===== src/rtl/apb3_pwm_pkg.sv =====
`timescale 1ns/1ps
// Register map constants shared by the APB3 PWM timer top level, its core and its users.
// Offsets are byte addresses; the SEL_* values are the decoded word index PADDR[4:2].
package apb3_pwm_pkg;

   localparam logic [4:0] OFS_CTRL   = 5'h00;
   localparam logic [4:0] OFS_PRESC  = 5'h04;
   localparam logic [4:0] OFS_PERIOD = 5'h08;
   localparam logic [4:0] OFS_DUTY   = 5'h0C;
   localparam logic [4:0] OFS_COUNT  = 5'h10;
   localparam logic [4:0] OFS_STATUS = 5'h14;

   localparam logic [2:0] SEL_CTRL   = OFS_CTRL[4:2];
   localparam logic [2:0] SEL_PRESC  = OFS_PRESC[4:2];
   localparam logic [2:0] SEL_PERIOD = OFS_PERIOD[4:2];
   localparam logic [2:0] SEL_DUTY   = OFS_DUTY[4:2];
   localparam logic [2:0] SEL_COUNT  = OFS_COUNT[4:2];
   localparam logic [2:0] SEL_STATUS = OFS_STATUS[4:2];

   localparam int CTRL_EN      = 0;
   localparam int CTRL_IRQ_EN  = 1;
   localparam int CTRL_ONESHOT = 2;
   localparam int CTRL_POL     = 3;
   localparam int CTRL_W       = 4;

   localparam int STATUS_WRAP  = 0;

endpackage


===== src/rtl/apb3_pwm_timer_if.sv =====
`timescale 1ns/1ps
// APB3 bus bundle between the SoC master and the PWM timer peripheral.
interface apb3_pwm_timer_if #(
   parameter int ADDR_WIDTH = 12,
   parameter int DATA_WIDTH = 32
);
   logic [ADDR_WIDTH-1:0] PADDR;
   logic                  PSEL;
   logic                  PENABLE;
   logic                  PWRITE;
   logic [DATA_WIDTH-1:0] PWDATA;
   logic [DATA_WIDTH-1:0] PRDATA;
   logic                  PREADY;
   logic                  PSLVERROR;

   modport master (
      output PADDR, PSEL, PENABLE, PWRITE, PWDATA,
      input  PRDATA, PREADY, PSLVERROR
   );

   modport slave (
      input  PADDR, PSEL, PENABLE, PWRITE, PWDATA,
      output PRDATA, PREADY, PSLVERROR
   );
endinterface


===== src/rtl/apb3_pwm_core.sv =====
`timescale 1ns/1ps
// Prescaler, wrapping up-counter with shadowed PERIOD/DUTY, and registered PWM output.
// The wrap output is a single-cycle combinational pulse on the cycle the counter returns to 0.
module apb3_pwm_core #(
   parameter int CNT_WIDTH = 16
) (
   input  logic                 clk,
   input  logic                 resetn,
   input  logic                 en,
   input  logic [CNT_WIDTH-1:0] presc,
   input  logic [CNT_WIDTH-1:0] period_sh,
   input  logic [CNT_WIDTH-1:0] duty_sh,
   input  logic                 pol,
   output logic [CNT_WIDTH-1:0] count,
   output logic                 wrap,
   output logic                 pwm_out
);

   localparam logic [CNT_WIDTH-1:0] CNT_ONE = CNT_WIDTH'(1);

   logic [CNT_WIDTH-1:0] pcnt_q, pcnt_d;
   logic [CNT_WIDTH-1:0] count_q, count_d;
   logic [CNT_WIDTH-1:0] period_act_q, period_act_d;
   logic [CNT_WIDTH-1:0] duty_act_q, duty_act_d;
   logic                 pwm_q, pwm_d;
   logic                 tick;

   assign tick = en && (pcnt_q == presc);
   assign wrap = tick && (count_q == period_act_q);

   always_comb begin
      pcnt_d       = pcnt_q;
      count_d      = count_q;
      period_act_d = period_act_q;
      duty_act_d   = duty_act_q;

      if (!en) begin
         // Idle: counters parked at zero, active copies track the shadows.
         pcnt_d       = '0;
         count_d      = '0;
         period_act_d = period_sh;
         duty_act_d   = duty_sh;
      end else begin
         pcnt_d = tick ? '0 : (pcnt_q + CNT_ONE);
         if (tick) begin
            count_d = wrap ? '0 : (count_q + CNT_ONE);
         end
         if (wrap) begin
            period_act_d = period_sh;
            duty_act_d   = duty_sh;
         end
      end

      // DUTY=0 never matches, DUTY>PERIOD always matches: both fall out of the compare.
      pwm_d = (en && (count_q < duty_act_q)) ^ pol;
   end

   always_ff @(posedge clk or negedge resetn) begin
      if (!resetn) begin
         pcnt_q       <= '0;
         count_q      <= '0;
         period_act_q <= '0;
         duty_act_q   <= '0;
         pwm_q        <= 1'b0;
      end else begin
         pcnt_q       <= pcnt_d;
         count_q      <= count_d;
         period_act_q <= period_act_d;
         duty_act_q   <= duty_act_d;
         pwm_q        <= pwm_d;
      end
   end

   assign count   = count_q;
   assign pwm_out = pwm_q;

endmodule


===== src/rtl/apb3_pwm_timer.sv =====
`timescale 1ns/1ps
// APB3 PWM timer: bus decode, register file, STATUS.WRAP with write-one-to-clear, and
// the level interrupt. Counting and PWM generation live in apb3_pwm_core.
module apb3_pwm_timer
   import apb3_pwm_pkg::*;
#(
   parameter int ADDR_WIDTH = 12,
   parameter int DATA_WIDTH = 32,
   parameter int CNT_WIDTH  = 16
) (
   input  logic            clk,
   input  logic            resetn,
   apb3_pwm_timer_if.slave apb,
   output logic            pwm_out,
   output logic            apb3Interrupt
);

   logic [CTRL_W-1:0]     ctrl_q, ctrl_d;
   logic [CNT_WIDTH-1:0]  presc_q, presc_d;
   logic [CNT_WIDTH-1:0]  period_q, period_d;
   logic [CNT_WIDTH-1:0]  duty_q, duty_d;
   logic                  wrap_flag_q, wrap_flag_d;
   logic [DATA_WIDTH-1:0] prdata_q, prdata_d;

   logic [2:0]            word_sel;
   logic                  unmapped;
   logic                  setup_ph;
   logic                  access_ph;
   logic                  wr_en;
   logic [DATA_WIDTH-1:0] rd_mux;
   logic [CNT_WIDTH-1:0]  count;
   logic                  wrap_pulse;
   logic                  unused_bits;

   assign word_sel  = apb.PADDR[4:2];
   assign unmapped  = (apb.PADDR[ADDR_WIDTH-1:5] != '0) || (word_sel > SEL_STATUS);
   assign setup_ph  = apb.PSEL && !apb.PENABLE;
   assign access_ph = apb.PSEL && apb.PENABLE;
   assign wr_en     = access_ph && apb.PWRITE && !unmapped;

   // Byte lanes and bits above the register widths are don't-care on writes.
   assign unused_bits = ^{apb.PADDR[1:0], apb.PWDATA};

   always_comb begin
      rd_mux = '0;
      if (!unmapped) begin
         case (word_sel)
            SEL_CTRL:   rd_mux[CTRL_W-1:0]    = ctrl_q;
            SEL_PRESC:  rd_mux[CNT_WIDTH-1:0] = presc_q;
            SEL_PERIOD: rd_mux[CNT_WIDTH-1:0] = period_q;
            SEL_DUTY:   rd_mux[CNT_WIDTH-1:0] = duty_q;
            SEL_COUNT:  rd_mux[CNT_WIDTH-1:0] = count;
            SEL_STATUS: rd_mux[STATUS_WRAP]   = wrap_flag_q;
            default:    rd_mux = '0;
         endcase
      end
   end

   always_comb begin
      ctrl_d      = ctrl_q;
      presc_d     = presc_q;
      period_d    = period_q;
      duty_d      = duty_q;
      wrap_flag_d = wrap_flag_q;
      prdata_d    = setup_ph ? rd_mux : prdata_q;

      // A one-shot run stops itself; an explicit CTRL write below overrides this.
      if (wrap_pulse && ctrl_q[CTRL_ONESHOT]) begin
         ctrl_d[CTRL_EN] = 1'b0;
      end

      if (wr_en) begin
         case (word_sel)
            SEL_CTRL:   ctrl_d   = apb.PWDATA[CTRL_W-1:0];
            SEL_PRESC:  presc_d  = apb.PWDATA[CNT_WIDTH-1:0];
            SEL_PERIOD: period_d = apb.PWDATA[CNT_WIDTH-1:0];
            SEL_DUTY:   duty_d   = apb.PWDATA[CNT_WIDTH-1:0];
            SEL_STATUS: begin
               if (apb.PWDATA[STATUS_WRAP]) begin
                  wrap_flag_d = 1'b0;
               end
            end
            default: ;
         endcase
      end

      // A wrap in the same cycle as the clear keeps the flag set.
      if (wrap_pulse) begin
         wrap_flag_d = 1'b1;
      end
   end

   always_ff @(posedge clk or negedge resetn) begin
      if (!resetn) begin
         ctrl_q      <= '0;
         presc_q     <= '0;
         period_q    <= '0;
         duty_q      <= '0;
         wrap_flag_q <= 1'b0;
         prdata_q    <= '0;
      end else begin
         ctrl_q      <= ctrl_d;
         presc_q     <= presc_d;
         period_q    <= period_d;
         duty_q      <= duty_d;
         wrap_flag_q <= wrap_flag_d;
         prdata_q    <= prdata_d;
      end
   end

   apb3_pwm_core #(
      .CNT_WIDTH (CNT_WIDTH)
   ) u_core (
      .clk       (clk),
      .resetn    (resetn),
      .en        (ctrl_q[CTRL_EN]),
      .presc     (presc_q),
      .period_sh (period_q),
      .duty_sh   (duty_q),
      .pol       (ctrl_q[CTRL_POL]),
      .count     (count),
      .wrap      (wrap_pulse),
      .pwm_out   (pwm_out)
   );

   assign apb.PRDATA    = prdata_q;
   assign apb.PREADY    = 1'b1;
   assign apb.PSLVERROR = resetn && access_ph && unmapped;

   assign apb3Interrupt = wrap_flag_q && ctrl_q[CTRL_IRQ_EN];

endmodule

===== src/flat_wrapper.sv =====
// flat-port wrapper written by rule: the top's interface ports become plain ports
module apb3_pwm_timer_flat import apb3_pwm_pkg::*;
#(
   parameter int ADDR_WIDTH = 12,
   parameter int DATA_WIDTH = 32,
   parameter int CNT_WIDTH  = 16
)
  (clk, resetn, pwm_out, apb3Interrupt, apb_PADDR, apb_PSEL, apb_PENABLE, apb_PWRITE, apb_PWDATA, apb_PRDATA, apb_PREADY, apb_PSLVERROR);
  apb3_pwm_timer_if #(.ADDR_WIDTH(ADDR_WIDTH), .DATA_WIDTH(DATA_WIDTH)) apb_i ();
  input  logic clk;
  input  logic resetn;
  output logic pwm_out;
  output logic apb3Interrupt;
  input wire logic [$bits(apb_i.PADDR)-1:0] apb_PADDR;
  input wire logic [$bits(apb_i.PSEL)-1:0] apb_PSEL;
  input wire logic [$bits(apb_i.PENABLE)-1:0] apb_PENABLE;
  input wire logic [$bits(apb_i.PWRITE)-1:0] apb_PWRITE;
  input wire logic [$bits(apb_i.PWDATA)-1:0] apb_PWDATA;
  output wire logic [$bits(apb_i.PRDATA)-1:0] apb_PRDATA;
  output wire logic [$bits(apb_i.PREADY)-1:0] apb_PREADY;
  output wire logic [$bits(apb_i.PSLVERROR)-1:0] apb_PSLVERROR;
  assign apb_i.PADDR = apb_PADDR;
  assign apb_i.PSEL = apb_PSEL;
  assign apb_i.PENABLE = apb_PENABLE;
  assign apb_i.PWRITE = apb_PWRITE;
  assign apb_i.PWDATA = apb_PWDATA;
  assign apb_PRDATA = apb_i.PRDATA;
  assign apb_PREADY = apb_i.PREADY;
  assign apb_PSLVERROR = apb_i.PSLVERROR;
  apb3_pwm_timer #(.ADDR_WIDTH(ADDR_WIDTH), .DATA_WIDTH(DATA_WIDTH), .CNT_WIDTH(CNT_WIDTH)) u_core (.clk(clk), .resetn(resetn), .apb(apb_i), .pwm_out(pwm_out), .apb3Interrupt(apb3Interrupt));
endmodule

===== config.mk =====
export PLATFORM = sky130hd
export DESIGN_NAME = apb3_pwm_timer_flat
export DESIGN_NICKNAME = d
export VERILOG_FILES = /design/src/rtl/apb3_pwm_pkg.sv /design/src/rtl/apb3_pwm_timer_if.sv /design/src/rtl/apb3_pwm_core.sv /design/src/rtl/apb3_pwm_timer.sv /design/src/flat_wrapper.sv
export SDC_FILE = /design/constraint.sdc
export NUM_CORES = 1
export LEC_CHECK = 0
export BUFFER_PORTS_ARGS = -buffer_cell sky130_fd_sc_hd__buf_2
export CAP_MARGIN = 20
export CORE_MARGIN = 5
export CORE_UTILIZATION = 44
export DETAILED_ROUTE_END_ITERATION = 10
export PLACE_DENSITY = 0.66
export SETUP_SLACK_MARGIN = 0.4
export SYNTH_ARGS = -nofsm -noshare
export SYNTH_HDL_FRONTEND = slang
export SYNTH_SLANG_ARGS = --single-unit

===== constraint.sdc =====
create_clock -name clk -period 2.55 [get_ports clk]
set_input_delay 0.765 -clock clk [delete_from_list [all_inputs] [get_ports clk]]
set_output_delay 0.765 -clock clk [all_outputs]
set_load 0.005 [all_outputs]

==> metrics.txt, run 1 <==
critical path class=reg2reg; antenna diode count=0; Site Rows=46; most frequent cells in the layout=dfrtp_1 (128), buf_4 (54), buf_2 (47); DRT Wirelength=20090 µm; leakage power=4.554 nW; die height=135.8 µm; synth unique cells=55; Critical Path Sink=u_core.u_core.period_act_q[11]$_DFFE_PN0P_; main combinational cell family by area after synthesis=multiplexers; Gate power share=4.1%; Post-Synth Adder-Cell Area=3.055%; RR Startpoint=u_core.u_core.pcnt_q[14]$_DFF_PN0_; outcome=completed; most common cell after layout, fill and taps aside=dfrtp_1; PD cells=544.8 nW/µm²; Final Util=58.35%; worst skew pair latency=0.42 ns; drt wl/cell=20.69 µm; root buffer cell=clkbuf_16; layout cells sized above 1=39.60%; WP data arrival=2.68 ns; number of stages on the worst setup path=9; Net Sw Power=0.001028 W; R2R depth=9; sequential power share=42.8%; initial antenna violation count=0; setup violators final=0; # IOs=85; via count=5521; r2r endpoint=u_core.u_core.period_act_q[11]$_DFFE_PN0P_; CP Launch Type=register; worst vdd ir=0.4074 mV; Clock Sinks=134; gpl congestion=0.8211; clock power share=53.2%; most frequent cell on the critical path=buf_12; Post-Synthesis Cells=628; Num CTS Buffers=17; DP HPWL=12580 µm; initial DRC count=336; first-pass GRT wire length=30220 µm; drc violations=0; clock skew=0.006237 ns; Crit. End Element=register; post-synthesis mux area share=14.43%; core footprint=15710 µm²; slowest CP cell=dfrtp_1; fin nets=810; flops & latches, synth=134; # hold bufs at CTS=0; Post-synth EDFFs=0; vias in the first global route=5593; synthesized area per cell=11.09 µm²; Main synth FF type=dfrtp_1; Tmin final=2.383 ns; RSZ-0062 raised after global routing=true; Slew @ Worst Pin=0.7302 ns; register-to-register setup slack=0.17 ns; placed cells=891; Sw Ratio=20.58%; post-route ant nets=0; post-DR vias/cell=5.686; CP required=2.85 ns; Internal=0.003967 W; Post-Layout Cell Count=971; CTS tree=yes; Max Freq=419.7 MHz; FFs w/ async S/R, synth=100.0%; Die ar.=18440 µm²; First-pass DRT Iterations=5; CP Buf/Inv Count=4; initial core utilization=44.31%; worst-path maximum fanout=6; family with the most delay on the worst path=buffers and inverters; synth warn=0; grt total ovfl=0; Final Hold Viols=0; Tot GR Track Use=21.09%; worst path cell trace=xor2_1, nor4_2, nand4_1, buf_4, o31ai_4, buf_6, buf_12, buf_12, mux2_2; crit share post-route=93.44%; largest net degree at the start of global routing=135; Worst Setup SP=u_core.u_core.pcnt_q[14]$_DFF_PN0_; slew margin rel.=51.32%; IO buf count=49; CP max stage delay=0.42 ns; fin. max-slew vios=0; Max-Cap Viols=0; simple-gate portion of the synthesized area=11.37%; Clock transition at path regs=0.06 ns; maximum clock path buffer count=2; # H-tree levels=4; chip width=135.8 µm; area delta synth->final=31.68%; post-synthesis sequential area ratio=48.16%; XOR/XNOR Fraction of Synth Area=5.660%; synthesized area=6963 µm²; compound-cell area share of the yosys netlist=11.50%; hold crit path type=in2async
==> registers in the layout, summed over array words and instances, names as in the netlist <==
| register | count |
|---|---|
| u_core.duty_q | 16 |
| u_core.u_core.pcnt_q | 16 |
| u_core.u_core.pwm_out | 1 |
| u_core.presc_q | 16 |
| u_core.u_core.period_act_q | 16 |
| u_core.ctrl_q | 4 |
| u_core.u_core.duty_act_q | 16 |
| u_core.wrap_flag_q | 1 |
| u_core.u_core.count | 16 |
| u_core.period_q | 16 |
| u_core.apb.PRDATA | 16 |
==> kinds of logic (layout without fill, tap and decap cells) <==
logic type      count (synthesis)  count (layout)
mux                            87              87
flops                         134             134
buf+inv                        75             185
other cells                     2              17
fa+ha+maj                      17              17
xor+xnor                       45              45
simple gates                  150             152
compound gates                118             118
==> per-layer routing <==
layer	share of wire [%]	global-route usage, %	vias up
met1	41	27.07	2811
met5	0	0	-
met2	52	35.34	200
met4	2.7	7.447	0
li1	-	-	2462
met3	4.8	4.569	48
==> power groups by stage <==
stage / combinational (W) / sequential [W] / clock [W]
2_1_floorplan: 0.0000874 / 0.00217 / 0
3_3_place_gp: 0.000176 / 0.00217 / 0
3_5_place_dp: 0.000179 / 0.00217 / 0
4_1_cts: 0.000190 / 0.00214 / 0.00268
5_1_grt: 0.000223 / 0.00214 / 0.00278
6_report: 0.000203 / 0.00214 / 0.00266
==> area by class of cell <==
cell class | count | area [µm²]
inverters | 21 | 78.83
clock inverters | 10 | 177.7
multi-input cells | 436 | 3677
clock buffers | 20 | 456.7
well taps | 216 | 270.3
fillers | 1184 | 6544
flip-flops and latches | 134 | 3361
repair buffers | 134 | 1147
==> worst min-delay path by stage <==
stage	start	to	slack (ns)	cells past startpoint
CTS	resetn	u_core.apb.PRDATA[3]$_DFFE_PN0P_	0.49	2
floorplan	u_core.ctrl_q[3]$_DFFE_PN0P_	u_core.u_core.pwm_out$_DFF_PN0_	0.46	1
global placement	u_core.apb.PRDATA[1]$_DFFE_PN0P_	u_core.apb.PRDATA[1]$_DFFE_PN0P_	0.48	1
finish	resetn	u_core.apb.PRDATA[2]$_DFFE_PN0P_	0.42	2
global route	resetn	u_core.apb.PRDATA[2]$_DFFE_PN0P_	0.52	2
detailed placement	u_core.apb.PRDATA[8]$_DFFE_PN0P_	u_core.apb.PRDATA[8]$_DFFE_PN0P_	0.49	1
==> synthesized netlist by cell type (2+ instances only) <==
master       n  area [µm²]
mux2_4      10       150.1
a32oi_1      3       26.28
o21ai_0     28       140.1
o41ai_1      2       17.52
mux2_2      56       630.6
or3_1        4       25.02
nand2_1     38       142.6
buf_2       12       60.06
clkbuf_1    18       67.56
inv_1       21       78.83
nand4b_1     2       17.52
nor4_1       9       56.30
o2bb2ai_1    4       35.03
dfrtp_1    134        3353
xor2_1      34       297.8
and4_1       3       26.28
conb_1       2       7.510
nand3_1     10       50.05
and2_1       7       43.79
a32o_1       3       30.03
and3_1      11       68.82
o22ai_1     16       100.1
nand4_1     10       62.56
nor2b_1      5       31.28
a21oi_1     13       65.06
a22o_1      13       113.9
nor2_1      29       108.9
nor3_1       6       30.03
xnor2_1     11       96.34
a22oi_1     20       150.1
nand2b_1     7       43.79
o31ai_1     11       82.58
buf_1        3       11.26
mux2i_1     19       190.2
ha_1        17       212.7
buf_4       18       135.1
==> worst register-to-register path: cells and delay by family (launching register included) <==
family / cells / cell delay (ns)
DFF: 1 / 0.42
buffers and inverters: 4 / 0.56
muxes: 1 / 0.33
and+or+nand+nor: 2 / 0.48
AOI/OAI and AO/OA: 1 / 0.29
xor gates and xnor gates: 1 / 0.19
==> what timing repair did <==
item                       in CTS  in global routing
gates resized for setup        44                 97
setup buffers                  24                 17
setup endpoints to repair     104                100
pin swaps                      10                 26
gates cloned                    5                  4
==> stage by stage <==
step	cell area (µm²)	setup TNS, ns	total power (W)	setup slack (ns)	hold WS (ns)
after floorplan	7047	0	0.002260	0.02547	0.4584
after global placement	7582	-1.723	0.002349	-0.07636	0.4828
after detailed placement	7582	-5.697	0.002353	-0.1654	0.4859
after CTS	8685	0	0.005004	0.1941	0.4921
after global routing	9169	0	0.005135	0.1248	0.5150
final	9169	0	0.004995	0.1673	0.4245
(Power assumes the default switching activity.)
==> run 2, diff against run 1 <==
Settings changed: CORE_MARGIN 5 to 8.
==> run 2 against run 1 <==
Global-route usage shrank 1.9 points. Critical path depth shrank 1. Critical path type unchanged. Final area shrank 1.1%. Register-to-register slack is essentially flat. Highest routed layer unchanged. Power shrank 3.3%. Sequential power is essentially flat. Via count grew 0.63%. Non-clock buffer count shrank 13. Final cell count shrank 1.0%. Hold slack gained 0.0011 ns.
==> metrics.txt, run 2 (synthesized netlist as in run 1, its figures left out) <==
via count=5556; fin nets=798; critical path class=reg2reg; clock power share=51.4%; outcome=completed; worst vdd ir=0.3881 mV; drt wl/cell=20.91 µm; routing usage on met1=23.98%; Num CTS Buffers=17; family with the most delay on the worst path=simple AND/OR/NAND/NOR gates; Net Sw Power=0.001045 W; antenna diode count=0; met3 usage=3.999%; most frequent cell on the critical path=buf_12; DP HPWL=12760 µm; most common cell after layout, fill and taps aside=dfrtp_1; worst-path maximum fanout=6; root buffer cell=clkbuf_16; Clock transition at path regs=0.06 ns; CP Launch Type=register; Crit. End Element=register; WP data arrival=2.68 ns; setup_tns=0 ns; met2 Usage GRT=31.74%; final instance area=9069 µm²; initial antenna violation count=0; CTS tree=yes; First-pass DRT Iterations=5; IO buf count=49; PD cells=532.5 nW/µm²; Max Freq=420.2 MHz; Sw Ratio=21.63%; core footprint=15660 µm²; RSZ-0062 raised after global routing=true; r2r endpoint=u_core.u_core.period_act_q[12]$_DFFE_PN0P_; Die ar.=20110 µm²; sequential power share=44.2%; most frequent cells in the layout=dfrtp_1 (132), buf_2 (46), buf_4 (46); initial DRC count=546; chip width=141.8 µm; Tot GR Track Use=19.24%; Post-Layout Cell Count=961; maximum clock path buffer count=2; area delta synth->final=30.24%; post-DR vias/cell=5.781; drc violations=0; Most Crowded Layer GR=met2; initial core utilization=44.48%; Slew @ Worst Pin=0.7449 ns; first-pass GRT wire length=29680 µm; slowest CP cell=dfrtp_2; hold crit path type=in2async; CP required=2.85 ns; Site Rows=46; clock skew=0.009921 ns; Clock Sinks=134; Power Total=0.004829 W; CP max stage delay=0.43 ns; layout cells sized above 1=37.58%; RR Startpoint=u_core.u_core.count[8]$_DFFE_PN0P_; post-route ant nets=0; setup violators final=0; worst path cell trace=xor2_1, nor4_1, nand4_1, o31ai_4, buf_6, buf_12, buf_12, mux2_2; slew margin rel.=50.34%; worst skew pair latency=0.43 ns; gpl congestion=0.8364; placed cells=894; leakage power=4.471 nW; DRT Wirelength=20100 µm; vias in the first global route=5404; register-to-register setup slack=0.17 ns; fin. max-slew vios=0; Internal=0.003784 W; largest net degree at the start of global routing=135; # IOs=85; Fill cells=1271; Final Util=57.93%; Tmin final=2.380 ns; crit share post-route=93.33%; die height=141.8 µm; dpl cell area=7605 µm²; FF+latch area=3356 µm²; Final Hold Viols=0; CP Buf/Inv Count=3; # H-tree levels=4; Gate power share=4.3%; R2R depth=8; grt total ovfl=0; area of the multi-input gates=3694 µm²; Max-Cap Viols=0
## run 2: cell count changes in the layout (fill, tap and decap cells not counted), moves of 4 or more
cell and change:
buf_6 -6, o31ai_2 +4, buf_4 -8, dfrtp_1 +4, o31ai_1 -6, nand2_2 -4, dfrtp_2 -4
## run 2: per-layer routing
metal / part of all wire [%] / wire (µm) / vias up
li1: - / - / 2442
met5: 0 / 0 / -
met1: 42 / 8368 / 2829
met3: 5.2 / 1037 / 64
met2: 50 / 9983 / 221
met4: 3.5 / 708 / 0
## run 2: worst reg2reg max path: cells and delay by family, from the launching register on
family / cells / cell delay [ns]
buffers and inverters: 3 / 0.38
multiplexers: 1 / 0.34
AND/OR/NAND/NOR: 2 / 0.59
flip-flops: 1 / 0.43
XOR/XNOR: 1 / 0.18
AO/OA/AOI/OAI: 1 / 0.34
## run 2: how the worst max path moves through the flow
stage	start	to	slack, ns	cells past startpoint
after global placement	apb_PADDR[6]	u_core.presc_q[13]$_DFFE_PN0P_	-0.05	7
after CTS	apb_PADDR[11]	apb_PSLVERROR	0.21	6
after detailed placement	apb_PADDR[6]	u_core.duty_q[15]$_DFFE_PN0P_	-0.1	9
after global routing	u_core.u_core.count[8]$_DFFE_PN0P_	u_core.u_core.period_act_q[12]$_DFFE_PN0P_	0.14	8
after floorplan	apb_PADDR[6]	u_core.presc_q[10]$_DFFE_PN0P_	0.03	7
final	u_core.u_core.count[8]$_DFFE_PN0P_	u_core.u_core.period_act_q[12]$_DFFE_PN0P_	0.17	8
## run 2: power groups by stage
stage | Combinational, W | Sequential (W) | Clock (W)
finish | 0.000210 | 0.00214 | 0.00248
CTS | 0.000187 | 0.00214 | 0.00250
global route | 0.000227 | 0.00214 | 0.00261
global placement | 0.000175 | 0.00217 | 0
floorplan | 0.0000874 | 0.00217 | 0
detailed placement | 0.000177 | 0.00217 | 0
## run 2: what timing repair did
item | CTS | global route
gates resized for setup | 34 | 90
setup buffers | 15 | 9
pin swaps | 10 | 22
endpoints found under the setup margin | 110 | 104
cloned | 5 | 6
hold buffers | 0 | 0
## run 2: area by class of cell
class                      count  share of cell area [%]
sequential                   134                   37.00
clock inverter                 9                   1.380
clock buffer                  23                   5.160
timing repair buffer         121                   11.88
multi-input combinational    437                   40.73
tap                          216                   2.980
inverter                      21                  0.8692
## run 2: per-stage QoR
step	hold WS (ns)	worst slack, ns
6_report	0.4256	0.1701
5_1_grt	0.5165	0.1446
4_1_cts	0.4868	0.2118
3_5_place_dp	0.4838	-0.09931
3_3_place_gp	0.4826	-0.05196
2_1_floorplan	0.4584	0.02547
==> run 3, diff against run 2 <==
Settings changed: PLACE_DENSITY 0.66 to default, PLACE_DENSITY_LB_ADDON from default to 0.05.
==> run 3 against run 2 <==
Clock skew about the same. Non-clock buffer count shrank 6. Hold slack better by 0.027 ns. Die area did not move. Largest power group unchanged. Critical endpoint is now apb_PSLVERROR. Largest cell class unchanged.
==> metrics.txt, run 3 (synthesized netlist as in run 1, its figures left out) <==
PD cells=538.1 nW/µm²; die height=141.8 µm; vias in the first global route=5343; largest net degree at the start of global routing=135; # IOs=85; layout cells sized above 1=35.14%; drc violations=0; Final Hold Viols=0; Crit. End Element=output pin; worst vdd ir=0.4761 mV; initial core utilization=44.48%; setup violators final=0; post-route ant nets=0; core footprint=15660 µm²; RSZ-0062 raised after global routing=true; CP Launch Type=input pin; area delta synth->final=26.22%; most frequent cells in the layout=dfrtp_1 (132), buf_4 (48), buf_2 (46); met2 Usage GRT=30.75%; chip width=141.8 µm; routing usage on met1=26.70%; Clock transition at path regs=0.06 ns; post-DR vias/cell=5.478; gpl congestion=0.8260; Slew @ Worst Pin=0.7564 ns; CP required=1.79 ns; Final Util=56.14%; antenna diode count=0; crit share post-route=91.86%; root buffer cell=clkbuf_16; Max Freq=426.9 MHz; grt total ovfl=0; pre-CTS setup slack=-0.06935 ns; # H-tree levels=4; Max-Cap Viols=0; First-pass DRT Iterations=5; Site Rows=46; met3 usage=4.435%; CTS tree=yes; DP HPWL=13510 µm; leakage power=4.372 nW; fin nets=790; clock skew=0.009940 ns; IO buf count=49; fin. max-slew vios=0; Most Crowded Layer GR=met2; hold slack final=0.4521 ns; initial antenna violation count=0; Clock Sinks=134; placed cells=893; Tmin final=2.342 ns; DRT Wirelength=19350 µm; Die ar.=20110 µm²; maximum clock path buffer count=2; drt wl/cell=20.30 µm; worst skew pair latency=0.43 ns; Post-Layout Cell Count=953; critical path class=in2out; most common cell after layout, fill and taps aside=dfrtp_1; Tot GR Track Use=19.73%; outcome=completed; initial DRC count=372; via count=5221; Fill cells=1397; Power Total=0.004729 W; worst setup margin=0.2076 ns; Num CTS Buffers=17; first-pass GRT wire length=30190 µm; hold crit path type=in2async; WP data arrival=1.58 ns; worst-path maximum fanout=2; slew margin rel.=49.58%
-- run 3: cell count changes in the layout (fill, tap and decap cells not counted), sizes merged --
cell / delta
and2: -1
nand2: -1
buf: -4
clkinvlp: +1
inv: +5
clkbuf: -5
clkinv: -1
bufinv: -2
-- run 3: metal layers --
metal	vias to the layer above	share of wire, %
met5	-	0
met4	0	1.6
met3	26	4.2
met2	119	46
met1	2643	48
li1	2433	-
-- run 3: cell type report --
| class | instances | area (µm²) | area share, % |
|---|---|---|---|
| Clock buffer | 20 | 456.7 | 5.196 |
| Clock inverter | 12 | 118.9 | 1.353 |
| Inverter | 21 | 78.83 | 0.8969 |
| Multi-Input combinational cell | 435 | 3555 | 40.45 |
| Sequential cell | 134 | 3356 | 38.18 |
| Tap cell | 216 | 270.3 | 3.075 |
| Timing Repair Buffer | 115 | 953.4 | 10.85 |
-- run 3: repair_timing --
action | CTS | global route
setup buffers | 20 | 3
endpoints found under the hold margin | 0 | 0
pin swaps | 12 | 5
gates resized for setup | 40 | 52
hold buffers | 0 | 0
gates cloned | 3 | 2
setup endpoints to repair | 77 | 97
-- run 3: worst paths after layout --
kind / startpoint / to / slack (ns) / cells after the start
min reg2reg: u_core.apb.PRDATA[10]$_DFFE_PN0P_ / u_core.apb.PRDATA[10]$_DFFE_PN0P_ / 0.50 / 1
min in group clk: u_core.apb.PRDATA[10]$_DFFE_PN0P_ / u_core.apb.PRDATA[10]$_DFFE_PN0P_ / 0.50 / 1
max: apb_PADDR[10] / apb_PSLVERROR / 0.21 / 6
max reg2reg: u_core.u_core.count[1]$_DFFE_PN0P_ / u_core.u_core.period_act_q[11]$_DFFE_PN0P_ / 0.25 / 9
max in group asynchronous: resetn / u_core.u_core.count[10]$_DFFE_PN0P_ / 1.45 / 2
min: resetn / u_core.u_core.count[15]$_DFFE_PN0P_ / 0.45 / 2
-- run 3: through the flow --
stage                     instance area, µm²  setup TNS, ns
after detailed placement                7585        -0.9440
final                                   8788              0
after floorplan                         7047              0
after CTS                               8559              0
after global placement                  7585        -0.7478
after global routing                    8788              0
-- run 3: worst max-delay path, cell delays in order --
cell    delay (ns)
buf_6         0.09
nor4_4        0.25
and3_4        0.23
buf_6         0.09
nor2_2        0.03
buf_2         0.12
-- run 3: power breakdown --
part	switching, W	internal, W
clock	0.000989	0.00141
sequential	0.00000408	0.00213
combinational	0.000131	0.0000651
